File: src/rtl/sparse_mvm_if.sv
// Stream bundle for the sparse MVM engine: x load, matrix beats and row results.
interface sparse_mvm_if #(
  parameter int unsigned DW   = 8,
  parameter int unsigned N    = 8,
  parameter int unsigned M    = 8,
  parameter int unsigned ACCW = 20,
  parameter int unsigned IW   = $clog2(N),
  parameter int unsigned RW   = (M > 1) ? $clog2(M) : 1
);
  logic            vec_valid;
  logic [DW-1:0]   vec_data;
  logic            vec_ready;
  logic            mat_valid;
  logic [DW-1:0]   mat_data;
  logic [IW-1:0]   mat_col;
  logic            mat_last;
  logic            mat_ready;
  logic            res_valid;
  logic [ACCW-1:0] res_data;
  logic [RW-1:0]   res_row;
  logic            res_ready;

  // Upstream/downstream side (feeds x and A, consumes results)
  modport master (
    output vec_valid, vec_data, mat_valid, mat_data, mat_col, mat_last, res_ready,
    input  vec_ready, mat_ready, res_valid, res_data, res_row
  );

  // Engine side
  modport slave (
    input  vec_valid, vec_data, mat_valid, mat_data, mat_col, mat_last, res_ready,
    output vec_ready, mat_ready, res_valid, res_data, res_row
  );
endinterface

File: src/rtl/sparse_mvm_engine.sv
// Signed y = A*x engine with CSR and dense (zero-skipping) matrix input modes.
module sparse_mvm_engine #(
  parameter int unsigned DW   = 8,
  parameter int unsigned N    = 8,
  parameter int unsigned M    = 8,
  parameter int unsigned ACCW = 20,
  parameter int unsigned IW   = $clog2(N),
  parameter int unsigned RW   = (M > 1) ? $clog2(M) : 1
) (
  input  logic        clk,
  input  logic        rst,
  input  logic        start,
  input  logic        cfg_dense,
  sparse_mvm_if.slave bus,
  output logic        busy,
  output logic        done,
  output logic        err,
  output logic [15:0] skip_cnt
);

  localparam int unsigned PW = 2 * DW;

  typedef enum logic [1:0] {
    S_IDLE    = 2'd0,
    S_LOAD    = 2'd1,
    S_COMPUTE = 2'd2,
    S_OUT     = 2'd3
  } state_t;

  state_t                 state, state_nxt;
  logic                   dense_q;
  logic [IW-1:0]          idx;
  logic [IW-1:0]          col;
  logic [RW-1:0]          row;
  logic signed [ACCW-1:0] acc;
  logic signed [DW-1:0]   x_rf [N];

  logic                   vec_beat, mat_beat, res_beat;
  logic                   load_last, row_end, last_row;
  logic                   col_oob, zero_beat, mac_en;
  logic [IW-1:0]          csel;
  logic signed [DW-1:0]   x_sel;
  logic signed [DW-1:0]   a_val;
  logic signed [PW-1:0]   prod;
  logic signed [ACCW-1:0] acc_nxt;

  // Handshake qualifiers and row/column bookkeeping
  always_comb begin
    vec_beat  = (state == S_LOAD) && bus.vec_valid;
    mat_beat  = (state == S_COMPUTE) && bus.mat_valid;
    res_beat  = (state == S_OUT) && bus.res_ready;
    load_last = (idx == IW'(N - 1));
    last_row  = (row == RW'(M - 1));
    csel      = dense_q ? col : bus.mat_col;
    col_oob   = !dense_q && (32'(bus.mat_col) >= N);
    zero_beat = dense_q && (bus.mat_data == '0);
    row_end   = dense_q ? (col == IW'(N - 1)) : bus.mat_last;
    mac_en    = mat_beat && !zero_beat;
  end

  // Operand select; an out-of-range CSR column contributes nothing
  always_comb begin
    x_sel = '0;
    for (int unsigned i = 0; i < N; i++) begin
      if (csel == IW'(i)) x_sel = x_rf[i];
    end
    if (col_oob) x_sel = '0;
  end

  // Full-width signed product, sign-extended into the wrapping accumulator
  always_comb begin
    a_val   = bus.mat_data;
    prod    = PW'(a_val) * PW'(x_sel);
    acc_nxt = mac_en ? (acc + ACCW'(prod)) : acc;
  end

  // Next-state logic
  always_comb begin
    state_nxt = state;
    case (state)
      S_IDLE:    if (start) state_nxt = S_LOAD;
      S_LOAD:    if (vec_beat && load_last) state_nxt = S_COMPUTE;
      S_COMPUTE: if (mat_beat && row_end) state_nxt = S_OUT;
      S_OUT:     if (res_beat) state_nxt = last_row ? S_IDLE : S_COMPUTE;
      default:   state_nxt = S_IDLE;
    endcase
  end

  // State register
  always_ff @(posedge clk) begin
    if (rst) state <= S_IDLE;
    else     state <= state_nxt;
  end

  // Datapath, x register file and registered outputs
  always_ff @(posedge clk) begin
    if (rst) begin
      dense_q       <= 1'b0;
      idx           <= '0;
      col           <= '0;
      row           <= '0;
      acc           <= '0;
      busy          <= 1'b0;
      done          <= 1'b0;
      err           <= 1'b0;
      skip_cnt      <= '0;
      bus.vec_ready <= 1'b0;
      bus.mat_ready <= 1'b0;
      bus.res_valid <= 1'b0;
      bus.res_data  <= '0;
      bus.res_row   <= '0;
      for (int unsigned i = 0; i < N; i++) x_rf[i] <= '0;
    end else begin
      bus.vec_ready <= (state_nxt == S_LOAD);
      bus.mat_ready <= (state_nxt == S_COMPUTE);
      bus.res_valid <= (state_nxt == S_OUT);
      busy          <= (state_nxt != S_IDLE);
      done          <= res_beat && last_row;
      case (state)
        S_IDLE: begin
          if (start) begin
            dense_q  <= cfg_dense;
            err      <= 1'b0;
            skip_cnt <= '0;
            row      <= '0;
            idx      <= '0;
          end
        end
        S_LOAD: begin
          if (vec_beat) begin
            for (int unsigned i = 0; i < N; i++) begin
              if (idx == IW'(i)) x_rf[i] <= bus.vec_data;
            end
            idx <= idx + IW'(1);
            if (load_last) begin
              acc <= '0;
              col <= '0;
            end
          end
        end
        S_COMPUTE: begin
          if (mat_beat) begin
            acc <= acc_nxt;
            col <= col + IW'(1);
            if (col_oob) err <= 1'b1;
            if (zero_beat && (skip_cnt != 16'hFFFF)) skip_cnt <= skip_cnt + 16'd1;
            if (row_end) begin
              bus.res_data <= acc_nxt;
              bus.res_row  <= row;
            end
          end
        end
        S_OUT: begin
          if (res_beat && !last_row) begin
            row <= row + RW'(1);
            acc <= '0;
            col <= '0;
          end
        end
        default: ;
      endcase
    end
  end

endmodule

File: src/flat_wrapper.sv
// flat-port wrapper written by rule: the top's interface ports become plain ports
module sparse_mvm_engine_flat 
#(
  parameter int unsigned DW   = 8,
  parameter int unsigned N    = 8,
  parameter int unsigned M    = 8,
  parameter int unsigned ACCW = 20,
  parameter int unsigned IW   = $clog2(N),
  parameter int unsigned RW   = (M > 1) ? $clog2(M) : 1
)
  (clk, rst, start, cfg_dense, busy, done, err, skip_cnt, bus_vec_valid, bus_vec_data, bus_mat_valid, bus_mat_data, bus_mat_col, bus_mat_last, bus_res_ready, bus_vec_ready, bus_mat_ready, bus_res_valid, bus_res_data, bus_res_row);
  sparse_mvm_if #(.DW(DW), .N(N), .M(M), .ACCW(ACCW), .IW(IW), .RW(RW)) bus_i ();
  input  logic clk;
  input  logic rst;
  input  logic start;
  input  logic cfg_dense;
  output logic busy;
  output logic done;
  output logic err;
  output logic [15:0] skip_cnt;
  input wire logic [$bits(bus_i.vec_valid)-1:0] bus_vec_valid;
  input wire logic [$bits(bus_i.vec_data)-1:0] bus_vec_data;
  input wire logic [$bits(bus_i.mat_valid)-1:0] bus_mat_valid;
  input wire logic [$bits(bus_i.mat_data)-1:0] bus_mat_data;
  input wire logic [$bits(bus_i.mat_col)-1:0] bus_mat_col;
  input wire logic [$bits(bus_i.mat_last)-1:0] bus_mat_last;
  input wire logic [$bits(bus_i.res_ready)-1:0] bus_res_ready;
  output wire logic [$bits(bus_i.vec_ready)-1:0] bus_vec_ready;
  output wire logic [$bits(bus_i.mat_ready)-1:0] bus_mat_ready;
  output wire logic [$bits(bus_i.res_valid)-1:0] bus_res_valid;
  output wire logic [$bits(bus_i.res_data)-1:0] bus_res_data;
  output wire logic [$bits(bus_i.res_row)-1:0] bus_res_row;
  assign bus_i.vec_valid = bus_vec_valid;
  assign bus_i.vec_data = bus_vec_data;
  assign bus_i.mat_valid = bus_mat_valid;
  assign bus_i.mat_data = bus_mat_data;
  assign bus_i.mat_col = bus_mat_col;
  assign bus_i.mat_last = bus_mat_last;
  assign bus_i.res_ready = bus_res_ready;
  assign bus_vec_ready = bus_i.vec_ready;
  assign bus_mat_ready = bus_i.mat_ready;
  assign bus_res_valid = bus_i.res_valid;
  assign bus_res_data = bus_i.res_data;
  assign bus_res_row = bus_i.res_row;
  sparse_mvm_engine #(.DW(DW), .N(N), .M(M), .ACCW(ACCW), .IW(IW), .RW(RW)) u_core (.clk(clk), .rst(rst), .start(start), .cfg_dense(cfg_dense), .bus(bus_i), .busy(busy), .done(done), .err(err), .skip_cnt(skip_cnt));
endmodule
File: config.mk
export PLATFORM = sky130hd
export DESIGN_NAME = sparse_mvm_engine_flat
export DESIGN_NICKNAME = d
export VERILOG_FILES = /design/src/rtl/sparse_mvm_if.sv /design/src/rtl/sparse_mvm_engine.sv /design/src/flat_wrapper.sv
export SDC_FILE = /design/constraint.sdc
export NUM_CORES = 1
export LEC_CHECK = 0
export ABC_AREA = 0
export ABC_CLOCK_PERIOD_IN_PS = 18450
export CORE_ASPECT_RATIO = 1.2
export CORE_MARGIN = 2
export CORE_UTILIZATION = 55
export DETAILED_ROUTE_END_ITERATION = 8
export GPL_TIMING_DRIVEN = 0
export HOLD_SLACK_MARGIN = 0.08
export PLACE_DENSITY = 0.76
export SYNTH_ARGS = -nofsm -noshare
export SYNTH_HDL_FRONTEND = slang
export SYNTH_SLANG_ARGS = --single-unit
File: constraint.sdc
create_clock -name clk -period 18.45 [get_ports clk]
set_input_delay 1.845 -clock clk [delete_from_list [all_inputs] [get_ports clk]]
set_output_delay 1.845 -clock clk [all_outputs]
set_load 0.02 [all_outputs]
=== Word-level counts from Yosys, hierarchy flattened ===
Memories as Yosys holds them, arrays and structs flattened.
Cells that the tools add are included.
W data, S select, Z words.

* Bits in registers: 76
* Memory bits (writable): 64
* Bits of input ports: 27
* Output and inout port bits: 45
* Logic and storage cells: 171
* Memories kept: 1

* Add/subtract/negate cells: 5
* $mul: 1
* Equality and inequality tests: 29
* Multiplexer cells: 86
* Bitwise operators: 8
* Reduce and logical (&&, ||, !) cells: 27

{| class="wikitable"
|+ Memory list
! name !! words !! bits a word !! read ports !! clocked after Yosys merged registers in !! wr ports !! RTL line !! source
|-
| u_core.x_rf || 8 || 8 || 8 || 0 || 8 || sparse_mvm_engine.sv:36 || <nowiki>logic signed [DW-1:0] x_rf [N];</nowiki>
|}

{| class="wikitable"
|+ Operator list
! cell !! number
|-
| $mux W8 || 16
|-
| $mux W20 || 5
|-
| $pmux W20 S3 || 1
|-
| $mux W16 || 3
|-
| $mux W1 || 43
|-
| $pmux W16 S2 || 1
|-
| $eq A3 B3 Y1 const B || 10
|-
| $mux W3 || 8
|-
| $add A20 B16 Y20 || 1
|-
| $add A16 B1 Y16 const B || 1
|-
| $mul A8 B8 Y16 || 1
|-
| $ne A16 B16 Y1 const B || 1
|-
| $eq A3 B2 Y1 const B || 4
|-
| $pmux W3 S2 || 2
|-
| $logic_and A1 B1 Y1 || 10
|-
| $mux W2 || 5
|-
| $add A3 B1 Y3 const B || 3
|-
| $pmux W3 S3 || 1
|-
| $reduce_and A3 Y1 || 3
|-
| $eq A2 B2 Y1 const B || 4
|-
| $logic_not A8 Y1 || 1
|-
| $or A1 B1 Y1 || 8
|-
| $pmux W2 S4 || 1
|-
| $reduce_bool A2 Y1 || 4
|-
| other kinds (11) || 19
|}

=== Longest topological paths before layout ===
* Word-level depth: 15
* Depth in mapped cells: 27
* Gate-level depth less buffers: 25

=== Worst setup path after synthesis ===
Ideal clock, no wire load.

* Kind: in2reg
* Start: in bus_mat_col[2]
* End: reg u_core.bus.res_data[15]
* Library setup time: 0.137 ns
* Data arrival time: 7.933 ns
* Required time: 18.313 ns
* Setup slack: 10.380 ns
* Stages: 19
* Path buffers: 1
* Path through: mux2i_1 buf_2 mux2i_1 nor2b_1 inv_1 fa_1 inv_1 fa_1 fa_1 fa_1 fa_1 ha_1 o21ai_0 o21bai_1 o2111ai_1 a31oi_1 or3_1 a211oi_1 a2111oi_0

* Longest elaborated chain between the ends: 13
* Elaborated cells on any way between the ends: 20
* Those cells by class: 1 x add/sub; 1 x mul; 7 x eq/ne; 10 x mux; 1 x reduce/logical

{| class="wikitable"
|+ Ends and longest elaborated chain
! element !! RTL line !! source
|-
| start, declared || flat_wrapper.sv:25 || <nowiki>input wire logic [$bits(bus_i.mat_col)-1:0] bus_mat_col;</nowiki>
|-
| $mux W3 * || sparse_mvm_engine.sv:54 || <nowiki>csel = dense_q ? col : bus.mat_col;</nowiki>
|-
| $logic_not A3 Y1 || sparse_mvm_engine.sv:65 || <nowiki>if (csel == IW'(i)) x_sel = x_rf[i];</nowiki>
|-
| $mux W8 (7 in series) || sparse_mvm_engine.sv:65 ||
|-
| $mux W8 * || sparse_mvm_engine.sv:65 ||
|-
| $mul A8 B8 Y16 * || sparse_mvm_engine.sv:73 || <nowiki>prod = PW'(a_val) * PW'(x_sel);</nowiki>
|-
| $add A20 B16 Y20 * || sparse_mvm_engine.sv:74 || <nowiki>acc_nxt = mac_en ? (acc + ACCW'(prod)) : acc;</nowiki>
|-
| $mux W20 * || sparse_mvm_engine.sv:74 ||
|-
| end signal, assigned || sparse_mvm_engine.sv:148 || <nowiki>bus.res_data <= acc_nxt;</nowiki>
|-
| end, declared || sparse_mvm_if.sv:32 || <nowiki>output vec_ready, mat_ready, res_valid, res_data, res_row</nowiki>
|}

Every way passes the cells marked *; elsewhere a longest branch is shown, timed or not.
A chain may end at the register's enable or synchronous reset.

=== Final worst setup path ===
* Start: in bus_mat_col[0]
* End: reg u_core.bus.res_data[15]

Same word-level chain as after synthesis.

==> results.ini <==
[sta]
hold_slack_ns = 0.472
fin_skew_ns = 0.00830
tns_ns = 0
rsz0062_at_grt = false
slew_headroom_pct = 18.2
period_needed_ns = 8.64
fin_ws_ns = 9.81
setup_viol = 0
fmax_mhz = 116
worst_pin_slew_ns = 1.22
slew_violations = 0
finalCritPeriodShare_pct = 46.9
final_hold_viol_count = 0

[logic_synthesis]
synth_top_family_by_area = adder cells
syn_inst = 949
synth_fa_ha_area_share_pct = 25.8
synth-seq-cells = 140
syn_area_um2 = 9640
synthMuxAreaShare_pct = 4.82
synth-compound-area-share_pct = 9.19
yosysWarnings = 0
yosysUniqueCellTypes = 62
syn_nets = 1121
yosys.area_share.simple_pct = 16.2
synth_xor_area_share_pct = 2.36
synth_ff_type = dfxtp_1
avgSynthCellArea_um2 = 10.2
seq_area_frac_synth_pct = 35.7
synth-edff-count = 64
synth-async-reset-ratio_pct = 0

[global_route]
grt_pass1_wl_mm = 36.6
grt_antenna_before_repair = 0
grt_pass1_vias = 7314
grt_max_degree = 17
grt_overflow = 0
grt.total_usage_pct = 24.9

[die]
initial_core_util_pct = 55.5
io_pins = 72
std_cell_rows = 53
die_area_um2 = 18600
die_y_um = 149
die_width_um = 125
core_area_um2 = 17400

[finish]
num-nets-final = 1209
layout_common_cells = 116 x nor2_1, 114 x inv_1, 89 x fa_1
n_fill_cell = 1397
layout_commonest_cell = nor2_1
layout-drive-gt1-share_pct = 6.67
area_delta_synth_final_pct = 16.2
seq_area_um2 = 3440
multi_input_area_um2 = 5630
diodes = 0

[drt]
drtIter0Drc = 416
wl_per_cell_um = 17.2
post-route-drc-count = 0
vias_per_cell = 5.55
wl_mm = 21.9
dr.pass1.iters = 7
ant_nets = 0
via_count = 7051

[critical_path]
worst-setup-path-type = in2reg
reg2reg_to = u_core.bus.res_data[15]
reg2reg_depth = 20
cp.required_ns = 18.75
worst_setup_path_start_kind = input port
r2r_setup_slack_ns = 11.19
cp.arrival_ns = 8.94
r2r_start = u_core.dense_q
path_max_fanout = 13
cp-end-kind = flip-flop

[cts]
cts-htree-levels = 4
cts_resized = 0
clkSinkCount = 140
cts_buffers = 17
tritoncts = done
clkTransAtPathRegs_ns = 0.06
cts.path.max_buffers = 2
post_cts_buffers = 0
clock_latency_ns = 0.42
cts_root_buf = clkbuf_16
ctsHoldBuffers = 0

[hold_path]
hp-class = reg2reg
hp-start = u_core.bus.res_row[1]
holdPathStages = 2
holdPathEnd = u_core.bus.res_row[1]

[place]
globalplace.congestion = 0.852
place.detailed.hpwl_mm = 17.1
port_buffers = 69
dpl_worst_slack_ns = 9.40

[flow_run]
cap_violations = 0

[power_and_ir_drop]
p_per_area_nw_per_um2 = 125
p_leak_uw = 0.00465
ir_drop_mv = 0.0794

[run_status]
status = completed

cell families (layout without fill, tap and decap cells):
logic type	Yosys count	count (layout)
simple gates	322	322
compound gates	142	142
buf+inv	145	246
fa+ha+maj	145	145
xor+xnor	26	26
other cells	1	1
mux	28	28
flops	140	140
stage by stage:
stage,utilization (%),total power (uW),instance area [um2],std cells
5_1_grt,64.5,1520,11200,1270
6_report,64.5,1400,11200,1270
3_5_place_dp,61.0,1050,10600,1238
3_3_place_gp,61.0,1030,10600,1238
2_1_floorplan,-,898,9640,949
4_1_cts,64.5,1400,11200,1270
synthesized netlist by cell type, types with 21 or more instances:
library cell | n | area share [%]
edfxtp_1 | 64 | 20
nor2_1 | 116 | 4.5
ha_1 | 56 | 7.3
inv_1 | 114 | 4.4
dfxtp_1 | 76 | 16
a21oi_1 | 57 | 3.0
nand3_1 | 22 | 1.1
o21ai_0 | 31 | 1.6
nand2_1 | 74 | 2.9
nand2b_1 | 21 | 1.4
nor2b_1 | 42 | 2.7
fa_1 | 89 | 18
layout make-up:
class,instances,share of cell area [%]
plain buffers,31,1.25
clock buffers,18,3.83
well taps,220,2.46
flip-flops and latches,140,30.7
inverters,114,3.82
repair buffers,69,6.17
multi-input cells,664,50.2
clock inverters,14,1.50
sequential cells by signal, summed over array words and instances (netlist names), 2 cells and up:
register	count
u_core.x_rf	64
u_core.acc	20
u_core.bus.res_data	20
u_core.skip_cnt	16
u_core.bus.res_row	3
u_core.col	3
u_core.idx	3
u_core.row	3
u_core.state	2
critical path, cell delays in order:
cell and delay, ns:
clkdlybuf4s50_1 0.48, mux2i_4 0.56, mux4_2 0.61, mux2i_1 0.60, nor2b_2 0.36, inv_1 0.16, fa_1 0.42, inv_1 0.08
fa_1 0.44, fa_1 0.49, fa_1 0.53, fa_1 0.49, ha_1 0.32, o21ai_0 0.12, o21bai_1 0.29, o2111ai_1 0.22
a31oi_1 0.33, or3_1 0.18, a211oi_1 0.07, a2111oi_0 0.33
power by group:
part           total [uW]  leakage, uW  switching, uW  internal (uW)
sequential            335      0.00126           2.72            332
clock                 343     0.000278            131            213
combinational         717      0.00310            410            307
total                1400      0.00465            544            852
layer usage:
| layer | share of wire [%] | global-route usage, % |
|---|---|---|
| met1 | 41 | 30.9 |
| met4 | 3.3 | 9.22 |
| met5 | 0 | 0 |
| met2 | 53 | 44.6 |
| met3 | 3.2 | 3.37 |
worst max path at each step:
stage | from | endpoint | slack [ns] | cells after the start
detailed placement | bus_mat_col[0] | u_core.bus.res_data[15] | 9.40 | 20
global route | bus_mat_col[2] | u_core.bus.res_data[15] | 9.27 | 20
global placement | bus_mat_col[2] | u_core.bus.res_data[15] | 9.02 | 20
finish | bus_mat_col[0] | u_core.bus.res_data[15] | 9.81 | 20
CTS | bus_mat_col[0] | u_core.bus.res_data[15] | 9.79 | 20
floorplan | bus_mat_col[2] | u_core.bus.res_data[15] | 10.38 | 19
Note: power is estimated with default switching activity, not from simulation.
